<file path="src/rtl/mem_cond_write_if.sv">
// Bus bundle for the constant-time conditional memory writer.
// Slave side: start/select/address control in, both source read ports and the destination write port.
interface mem_cond_write_if #(
   parameter int WIDTH = 32,
   parameter int AW    = 4
);
   logic             i_start;
   logic             i_sel;
   logic [AW-1:0]    i_start_addr;
   logic [AW-1:0]    i_end_addr;
   logic [AW-1:0]    i_dst_start_addr;
   logic [AW-1:0]    o_mem_in_addr;
   logic             o_mem_in_en;
   logic [WIDTH-1:0] i_mem_in_0;
   logic [WIDTH-1:0] i_mem_in_1;
   logic [AW-1:0]    o_mem_out_addr;
   logic             o_mem_out_en;
   logic [WIDTH-1:0] o_mem_out_data;
   logic             o_done;

   modport slave (
      input  i_start, i_sel,
      input  i_start_addr, i_end_addr, i_dst_start_addr,
      output o_mem_in_addr, o_mem_in_en,
      input  i_mem_in_0, i_mem_in_1,
      output o_mem_out_addr, o_mem_out_en, o_mem_out_data,
      output o_done
   );

   modport master (
      output i_start, i_sel,
      output i_start_addr, i_end_addr, i_dst_start_addr,
      input  o_mem_in_addr, o_mem_in_en,
      output i_mem_in_0, i_mem_in_1,
      input  o_mem_out_addr, o_mem_out_en, o_mem_out_data,
      input  o_done
   );
endinterface

</file>
<file path="src/rtl/mem_cond_write.sv">
// Constant-time conditional writer: copies a source word range from mem 0 or mem 1 into a destination.
// Ports: i_clk, i_rst_n (async active-low), bus (slave): control, shared source read port, dest write port, o_done.
module mem_cond_write #(
   parameter int WIDTH         = 32,
   parameter int MAX_MEM_DEPTH = 16
) (
   input  logic             i_clk,
   input  logic             i_rst_n,
   mem_cond_write_if.slave  bus
);
   localparam int AW = $clog2(MAX_MEM_DEPTH);

   typedef enum logic [1:0] {
      S_IDLE,
      S_READ,
      S_DRAIN,
      S_DONE
   } state_t;

   state_t        state;
   logic          sel_q;
   logic          rd_valid_q;
   logic          done_q;
   logic [AW-1:0] rd_addr;
   logic [AW-1:0] wr_addr;

   always_ff @(posedge i_clk or negedge i_rst_n) begin
      if (!i_rst_n) begin
         state      <= S_IDLE;
         sel_q      <= 1'b0;
         rd_valid_q <= 1'b0;
         done_q     <= 1'b0;
         rd_addr    <= '0;
         wr_addr    <= '0;
      end else begin
         done_q <= 1'b0;
         if (rd_valid_q)
            wr_addr <= wr_addr + AW'(1);
         unique case (state)
            S_IDLE: begin
               if (bus.i_start) begin
                  sel_q   <= bus.i_sel;
                  rd_addr <= bus.i_start_addr;
                  wr_addr <= bus.i_dst_start_addr;
                  state   <= S_READ;
               end
            end
            S_READ: begin
               rd_valid_q <= 1'b1;
               if (rd_addr == bus.i_end_addr)
                  state <= S_DRAIN;
               else
                  rd_addr <= rd_addr + AW'(1);
            end
            S_DRAIN: begin
               // last read's data lands this cycle; write it, then stop
               rd_valid_q <= 1'b0;
               state      <= S_DONE;
            end
            S_DONE: begin
               done_q <= 1'b1;
               state  <= S_IDLE;
            end
            default: state <= S_IDLE;
         endcase
      end
   end

   // both sources are always read; sel_q only steers the data mux
   assign bus.o_mem_in_en    = (state == S_READ);
   assign bus.o_mem_in_addr  = rd_addr;
   assign bus.o_mem_out_en   = rd_valid_q;
   assign bus.o_mem_out_addr = wr_addr;
   assign bus.o_mem_out_data = rd_valid_q
                             ? (sel_q ? bus.i_mem_in_1 : bus.i_mem_in_0)
                             : '0;
   assign bus.o_done         = done_q;
endmodule

</file>
<file path="src/flat_wrapper.sv">
// flat-port wrapper written by rule: the top's interface ports become plain ports
module mem_cond_write_flat 
#(
   parameter int WIDTH         = 32,
   parameter int MAX_MEM_DEPTH = 16
)
  (i_clk, i_rst_n, bus_i_start, bus_i_sel, bus_i_start_addr, bus_i_end_addr, bus_i_dst_start_addr, bus_o_mem_in_addr, bus_o_mem_in_en, bus_i_mem_in_0, bus_i_mem_in_1, bus_o_mem_out_addr, bus_o_mem_out_en, bus_o_mem_out_data, bus_o_done);
  mem_cond_write_if #(.WIDTH(WIDTH), .AW(4)) bus_i ();
  input  logic i_clk;
  input  logic i_rst_n;
  input wire logic [$bits(bus_i.i_start)-1:0] bus_i_start;
  input wire logic [$bits(bus_i.i_sel)-1:0] bus_i_sel;
  input wire logic [$bits(bus_i.i_start_addr)-1:0] bus_i_start_addr;
  input wire logic [$bits(bus_i.i_end_addr)-1:0] bus_i_end_addr;
  input wire logic [$bits(bus_i.i_dst_start_addr)-1:0] bus_i_dst_start_addr;
  output wire logic [$bits(bus_i.o_mem_in_addr)-1:0] bus_o_mem_in_addr;
  output wire logic [$bits(bus_i.o_mem_in_en)-1:0] bus_o_mem_in_en;
  input wire logic [$bits(bus_i.i_mem_in_0)-1:0] bus_i_mem_in_0;
  input wire logic [$bits(bus_i.i_mem_in_1)-1:0] bus_i_mem_in_1;
  output wire logic [$bits(bus_i.o_mem_out_addr)-1:0] bus_o_mem_out_addr;
  output wire logic [$bits(bus_i.o_mem_out_en)-1:0] bus_o_mem_out_en;
  output wire logic [$bits(bus_i.o_mem_out_data)-1:0] bus_o_mem_out_data;
  output wire logic [$bits(bus_i.o_done)-1:0] bus_o_done;
  assign bus_i.i_start = bus_i_start;
  assign bus_i.i_sel = bus_i_sel;
  assign bus_i.i_start_addr = bus_i_start_addr;
  assign bus_i.i_end_addr = bus_i_end_addr;
  assign bus_i.i_dst_start_addr = bus_i_dst_start_addr;
  assign bus_o_mem_in_addr = bus_i.o_mem_in_addr;
  assign bus_o_mem_in_en = bus_i.o_mem_in_en;
  assign bus_i.i_mem_in_0 = bus_i_mem_in_0;
  assign bus_i.i_mem_in_1 = bus_i_mem_in_1;
  assign bus_o_mem_out_addr = bus_i.o_mem_out_addr;
  assign bus_o_mem_out_en = bus_i.o_mem_out_en;
  assign bus_o_mem_out_data = bus_i.o_mem_out_data;
  assign bus_o_done = bus_i.o_done;
  mem_cond_write #(.WIDTH(WIDTH), .MAX_MEM_DEPTH(MAX_MEM_DEPTH)) u_core (.i_clk(i_clk), .i_rst_n(i_rst_n), .bus(bus_i));
endmodule
</file>
<file path="config.mk">
export PLATFORM = sky130hd
export DESIGN_NAME = mem_cond_write_flat
export DESIGN_NICKNAME = d
export VERILOG_FILES = /design/src/rtl/mem_cond_write_if.sv /design/src/rtl/mem_cond_write.sv /design/src/flat_wrapper.sv
export SDC_FILE = /design/constraint.sdc
export NUM_CORES = 1
export LEC_CHECK = 0
export CAP_MARGIN = 25
export CORE_AREA = 10 10 69 85
export CTS_CLUSTER_DIAMETER = 50
export DETAILED_ROUTE_END_ITERATION = 6
export DIE_AREA = 0 0 79 95
export PLACE_DENSITY = 0.93
export SETUP_SLACK_MARGIN = 0.02
export SYNTH_ARGS = -nofsm -noshare
export SYNTH_HDL_FRONTEND = slang
export SYNTH_SLANG_ARGS = --single-unit
export TNS_END_PERCENT = 30
</file>
<file path="constraint.sdc">
create_clock -name i_clk -period 4.9 [get_ports i_clk]
set_clock_uncertainty 0.15 [all_clocks]
set_input_delay 0.49 -clock i_clk [delete_from_list [all_inputs] [get_ports i_clk]]
set_output_delay 0.49 -clock i_clk [all_outputs]
set_load 0.02 [all_outputs]
</file>
==> qor.yml, run 1 <==
crit_required_ns: 4.26
setup.worst_path.start_class: "register"
cts_post_setup_buffers_inserted: 0
ioPinCount: 123
setup_slack_ns: 2.104
relSlewSlack_pct: 32.91
postPlaceCellArea_sq_um: 2636
cts-htree-levels: 1
grt-busiest-layer: "met2"
ctsResizeCount: 0
grt_overflow_total: 0
ys_ff_latch: 13
post_synth.cell_area_avg_sq_um: 8.855
layout_commonest_cell: "sky130_fd_sc_hd__clkdlybuf4s50_1"
critical_path_class: "register to primary output"
proportion_of_layout_cells_with_a_drive_suffix_above_1_pct: 2.574
synth.cell_area_sq_um: 1381
antenna_cells_inserted: 0
timing.critical_path.slowest_stage_cell: "sky130_fd_sc_hd__clkdlybuf4s50_1"
cts-root-buf: "sky130_fd_sc_hd__clkbuf_8"
grt_start_max_net_pins: 39
floorplan.initialDensity_pct: 31.94
placer_s_final_routability_congestion_estimate: 0.8165
seq_area_frac_synth_pct: 23.55
routed_wl_um: 6166
fin_crit_ns: 2.796
worst_hold_path_type: "register to register"
synth_nets: 243
netlist_instances: 156
grt_setup_unrepaired: "no"
max_cap_viol_count: 0
tritoncts: "built"
number_of_global_route_vias_before_repair: 1557
die_h_um: 95
final_critical_path_share_of_the_clock_period_pct: 57.06
syn2layout_area_growth_pct: 94.11
cp.buffers_inverters: 2
final.setup.tns_ns: 0
dp_worst_setup_slack_ns: 2.352
clkLatencyLatePin_ns: 0.25
maximum_ir_drop_on_the_vdd_rail_uv: 206.4
vias: 1576
leakage_nw: 1.130
status: "finished, final reports clean"
report.final.slew_viol_count: 0
synth_flop_cell: "sky130_fd_sc_hd__dfrtp_1"
tightestPinTransition_ns: 1.006
setup_viol: 0
gr-usage-met3_pct: 3.612
stdcell_area_sq_um: 2681
synth-warning-count: 0
ant_nets: 0
critical_path_arrival_ns: 2.16
placement_rows: 27
dr.first_iter.drc_count: 80
critical-path-max-stage-delay_ns: 0.64
die_area_sq_um: 7505
worst_setup_path_end_kind: "primary output"
worst_setup_hold_path_clk_slew_ns: 0.06
wl_per_cell_um: 18.68
number_of_cts_inserted_buffers: 3
num-fill-cells: 382
cts.path.max_buffers: 2
synth_edf_count: 0
crit_family: "buffers and inverters"
grt_pass1_wl_um: 9114
async_reset_ff_share_pct: 100.0
dp_hpwl_um: 5214
clock_sinks: 13
routed_via_count_divided_by_cell_count: 4.776
antenna_found_initial: 0
detail_route.first_pass.iterations: 4
grt_util_all_layers_pct: 15.25
worst-path-max-fanout: 28
synthDistinctLibCells: 26
drc: 0
worstPathCellList: "buf_4 > mux2i_1 > nor2b_1 > clkdlybuf4s50_1"
count_of_buffers_from_port_buffering: 122
max_clock_freq_mhz: 357.6
pwr_density_cell_nw_per_um2: 545.8
core_region_sq_um: 4324
power_mw: 1.464
finalHoldViolations: 0
grt.met1_usage_pct: 17.28
ctsHoldBuffers: 0
layout.cells.most_common_list: "122 x sky130_fd_sc_hd__clkdlybuf4s50_1, 36 x sky130_fd_sc_hd__mux2i_1, 33 x sky130_fd_sc_hd__nor2b_1"
die_width_um: 79
finish.net_count: 360
global_routing_usage_on_met2_pct: 27.93
## power breakdown
part           internal, mW  leakage [nW]  switching (mW)
clock network        0.0575        0.0228          0.0404
logic                 0.579         0.957           0.528
registers             0.162         0.150          0.0963
total                 0.798          1.13           0.665
## per-stage QoR
stage | instances | hold WS (ns) | util, %
floorplan | 156 | 0.04441 | -
global placement | 326 | 0.3907 | 60.97
detailed placement | 326 | 0.4133 | 60.97
CTS | 330 | 0.4266 | 62.01
global route | 330 | 0.4584 | 62.01
finish | 330 | 0.4291 | 62.01
## sequential cells by signal (all words and copies together) (netlist names)
name,count
u_core.state,2
u_core.bus.o_done,1
u_core.bus.o_mem_in_addr,4
u_core.sel_q,1
u_core.bus.o_mem_out_addr,4
u_core.bus.o_mem_out_en,1
## worst paths after layout
kind	slack [ns]	start	depth (start not counted)	end
max	2.10	u_core.sel_q$_DFFE_PN0P_	4	bus_o_mem_out_data[0]
min	0.43	u_core.state[0]$_DFFE_PN0P_	1	u_core.bus.o_done$_DFF_PN0_
max reg2reg	2.89	u_core.state[0]$_DFFE_PN0P_	6	u_core.bus.o_mem_in_addr[2]$_DFFE_PN0P_
min reg2reg	0.43	u_core.state[0]$_DFFE_PN0P_	1	u_core.bus.o_done$_DFF_PN0_
max in group asynchronous	3.75	i_rst_n	1	u_core.bus.o_mem_out_addr[0]$_DFF_PN0_
min in group asynchronous	0.46	i_rst_n	1	u_core.bus.o_mem_in_addr[3]$_DFFE_PN0P_
## logic make-up after synthesis
| logic type | synth area share (%) |
|---|---|
| compound gates | 8.334 |
| xor+xnor | 4.438 |
| fa+ha+maj | 6.340 |
| buf+inv | 4.438 |
| flops | 23.55 |
| mux | 28.80 |
| simple gates | 24.09 |
## Yosys cell counts (all sizes together) (2+ instances only)
| library cell | count | share of area [%] |
|---|---|---|
| mux2 | 3 | 2.7 |
| xnor2 | 5 | 3.2 |
| nand2b | 2 | 0.91 |
| a21oi | 8 | 2.9 |
| nand4 | 2 | 1.4 |
| a22o | 3 | 1.9 |
| o21ai | 4 | 1.4 |
| nand2 | 6 | 1.6 |
| nor2 | 9 | 2.4 |
| buf | 4 | 1.4 |
| nor2b | 33 | 15 |
| xor2 | 2 | 1.3 |
| dfrtp | 13 | 24 |
| clkbuf | 7 | 1.9 |
| or3 | 2 | 0.91 |
| a311o | 2 | 1.4 |
| inv | 4 | 1.1 |
| mux2i | 36 | 26 |
| ha | 7 | 6.3 |
## per-layer routing
| metal | share of wire, % | vias to the layer above | wire length (um) |
|---|---|---|---|
| met5 | 0 | - | 0 |
| met4 | 0.78 | 0 | 48 |
| met3 | 7.4 | 4 | 457 |
| met2 | 53 | 70 | 3279 |
| met1 | 39 | 735 | 2381 |
| li1 | - | 767 | - |
## area by class of cell
| type | count | area [sq um] | area share [%] |
|---|---|---|---|
| multi-input combinational | 128 | 994.7 | 37.10 |
| timing repair buffer | 123 | 1229 | 45.82 |
| tap | 58 | 72.57 | 2.706 |
| clock buffer | 4 | 45.04 | 1.680 |
| sequential | 13 | 325.3 | 12.13 |
| inverter | 4 | 15.01 | 0.5600 |
(Power assumes the default switching activity.)
==> run 2, diff against run 1 <==
CORE_AREA = 10 10 70 87   (was 10 10 69 85)
DIE_AREA = 0 0 80 97   (was 0 0 79 95)
PLACE_DENSITY = 0.9   (was 0.93)
clock period = 2.7 ns   (was 4.9 ns; I/O delays follow)
==> qor.yml, run 2 (synthesized netlist as in run 1, its figures left out) <==
status: "finished, final reports clean"  # unchanged
final.setup.tns_ns: 0  # unchanged
wl_per_cell_um: 17.11  # was 18.68 um
crit_required_ns: 2.28  # was 4.26 ns
num-fill-cells: 393  # was 382
worst_setup_path_end_kind: "primary output"  # unchanged
proportion_of_layout_cells_with_a_drive_suffix_above_1_pct: 2.941  # was 2.574%
grt_overflow_total: 0  # unchanged
max_cap_viol_count: 0  # unchanged
max_clock_freq_mhz: 412.9
critical_path_arrival_ns: 2.00  # was 2.16 ns
placement_rows: 27  # unchanged
clkLatencyLatePin_ns: 0.24  # was 0.25 ns
r2r_start: "u_core.state[0]$_DFFE_PN0P_"  # unchanged
clock_sinks: 13  # unchanged
regToRegSetupSlack_ns: 0.72  # was 2.89 ns
ioPinCount: 123  # unchanged
die_width_um: 80  # was 79 um
leakage_nw: 1.128  # was 1.130 nW
grt_setup_unrepaired: "no"  # unchanged
routed_wl_um: 5662  # was 6166 um
antenna_found_initial: 1  # was 0
critical_path_class: "register to primary output"  # unchanged
dp_hpwl_um: 4893  # was 5214 um
ant_nets: 0  # unchanged
cts.path.max_buffers: 2  # unchanged
syn2layout_area_growth_pct: 94.57  # was 94.11%
number_of_global_route_vias_before_repair: 1472  # was 1557
grt_start_max_net_pins: 38  # was 39
relSlewSlack_pct: 63.24  # was 32.91%
maximum_ir_drop_on_the_vdd_rail_uv: 418.9  # was 206.4 uV
number_of_cts_inserted_buffers: 3  # unchanged
detail_route.first_pass.iterations: 4  # unchanged
setup_viol: 0  # unchanged
cts_post_setup_buffers_inserted: 0  # unchanged
report.final.slew_viol_count: 0  # unchanged
pwr_density_cell_nw_per_um2: 971.1  # was 545.8 nW/um^2
floorplan.initialDensity_pct: 31.45  # was 31.94%
die_h_um: 97  # was 95 um
drc: 0  # unchanged
layout.cells.most_common_list: "122 x sky130_fd_sc_hd__clkdlybuf4s50_1, 36 x sky130_fd_sc_hd__mux2i_1, 33 x sky130_fd_sc_hd__nor2b_1"  # unchanged
fin_crit_ns: 2.422
worst_hold_path_type: "input port to asynchronous set/reset pin"  # was register to register
grt_util_all_layers_pct: 13.37  # was 15.25%
stdcell_area_sq_um: 2688  # was 2681 sq um
setup_slack_ns: 0.2780  # was 2.104 ns
final_critical_path_share_of_the_clock_period_pct: 89.70
worstSetupEndpoint: "bus_o_mem_out_data[25]"  # was bus_o_mem_out_data[0]
cts-root-buf: "sky130_fd_sc_hd__clkbuf_8"  # unchanged
seq_cell_area_sq_um: 329.1  # was 325.3 sq um
finalHoldViolations: 0  # unchanged
finish.net_count: 360  # unchanged
startpoint: "u_core.sel_q$_DFFE_PN0P_"  # unchanged
routed_via_count_divided_by_cell_count: 4.559  # was 4.776
placer_s_final_routability_congestion_estimate: 0.8052  # was 0.8165
cts-htree-levels: 1  # unchanged
tritoncts: "built"  # unchanged
layout_commonest_cell: "sky130_fd_sc_hd__clkdlybuf4s50_1"  # unchanged
tightestPinTransition_ns: 0.5497  # was 1.006 ns
vias: 1509  # was 1576
core_region_sq_um: 4392  # was 4324 sq um
worst_setup_hold_path_clk_slew_ns: 0.05  # was 0.06 ns
hold-worst-slack_ns: 0.2399  # was 0.4291 ns
setup.worst_path.start_class: "register"  # unchanged
postPlaceCellArea_sq_um: 2638  # was 2636 sq um
multi_input_area_sq_um: 994.7  # unchanged
grt_pass1_wl_um: 8183  # was 9114 um
timing.rr.end: "u_core.bus.o_mem_in_addr[2]$_DFFE_PN0P_"  # unchanged
worst-path-max-fanout: 33  # was 28
worstRegToRegCells: 6  # unchanged
count_of_buffers_from_port_buffering: 122  # unchanged
die_area_sq_um: 7760  # was 7505 sq um
dr.first_iter.drc_count: 49  # was 80
dp_worst_setup_slack_ns: 0.2833  # was 2.352 ns
run 2: area by class of cell:
type / count / area share, %
Antenna cell: 1 / 0.09311
Clock buffer: 4 / 1.676
Inverter: 4 / 0.5587
Multi-Input combinational cell: 128 / 37.01
Sequential cell: 13 / 12.24
Tap cell: 58 / 2.700
Timing Repair Buffer: 123 / 45.72
run 2: metal layers:
metal / vias to the layer above / wire [um] / global-route usage (%)
met5: - / 0 / 0
met4: 0 / 61 / 4.730
met3: 4 / 617 / 4.344
met2: 75 / 2942 / 24.46
met1: 660 / 2039 / 13.38
li1: 770 / - / -
run 2: worst min path at each step:
stage | from | to | slack, ns | cells past startpoint
2_1_floorplan | i_rst_n | u_core.bus.o_done$_DFF_PN0_ | -0.18 | 0
3_3_place_gp | u_core.bus.o_mem_out_en$_DFFE_PN0P_ | u_core.bus.o_mem_out_en$_DFFE_PN0P_ | 0.36 | 2
3_5_place_dp | u_core.bus.o_mem_out_en$_DFFE_PN0P_ | u_core.bus.o_mem_out_en$_DFFE_PN0P_ | 0.37 | 2
4_1_cts | i_rst_n | u_core.bus.o_mem_in_addr[1]$_DFFE_PN0P_ | 0.27 | 1
5_1_grt | i_rst_n | u_core.bus.o_mem_in_addr[1]$_DFFE_PN0P_ | 0.30 | 1
6_report | i_rst_n | u_core.bus.o_mem_in_addr[1]$_DFFE_PN0P_ | 0.24 | 1
run 2: stage by stage:
step / total power, mW / utilization, % / instances
after floorplan: 1.651 / - / 156
after global placement: 2.437 / 60.06 / 326
after detailed placement: 2.470 / 60.06 / 326
after CTS: 2.648 / 61.08 / 330
after global routing: 2.806 / 61.20 / 331
final: 2.610 / 61.20 / 331
run 2: what timing repair did:
item                                    CTS  global route
hold buffers                              0             0
gates resized for setup                   0             1
hold endpoints to repair                  0             0
endpoints found under the setup margin    0            17
run 2: power breakdown:
group	internal, mW	switching (mW)	leakage (nW)	total (mW)
clock	0.104	0.0642	0.0228	0.168
combinational	1.04	0.881	0.957	1.93
sequential	0.299	0.217	0.149	0.516
total	1.45	1.16	1.13	2.61
run 2: worst max-delay path: stages, from the launching register on:
cell	delay (ns)
sky130_fd_sc_hd__dfrtp_4	0.78
sky130_fd_sc_hd__mux2i_1	0.17
sky130_fd_sc_hd__nor2b_1	0.17
sky130_fd_sc_hd__clkdlybuf4s50_1	0.63
==> run 3, diff against run 2 <==
HOLD_SLACK_MARGIN = 0.03   (was not set)
==> results of run 3 <==
Same layout as run 2: the final DEF is identical, and so are final timing and power.
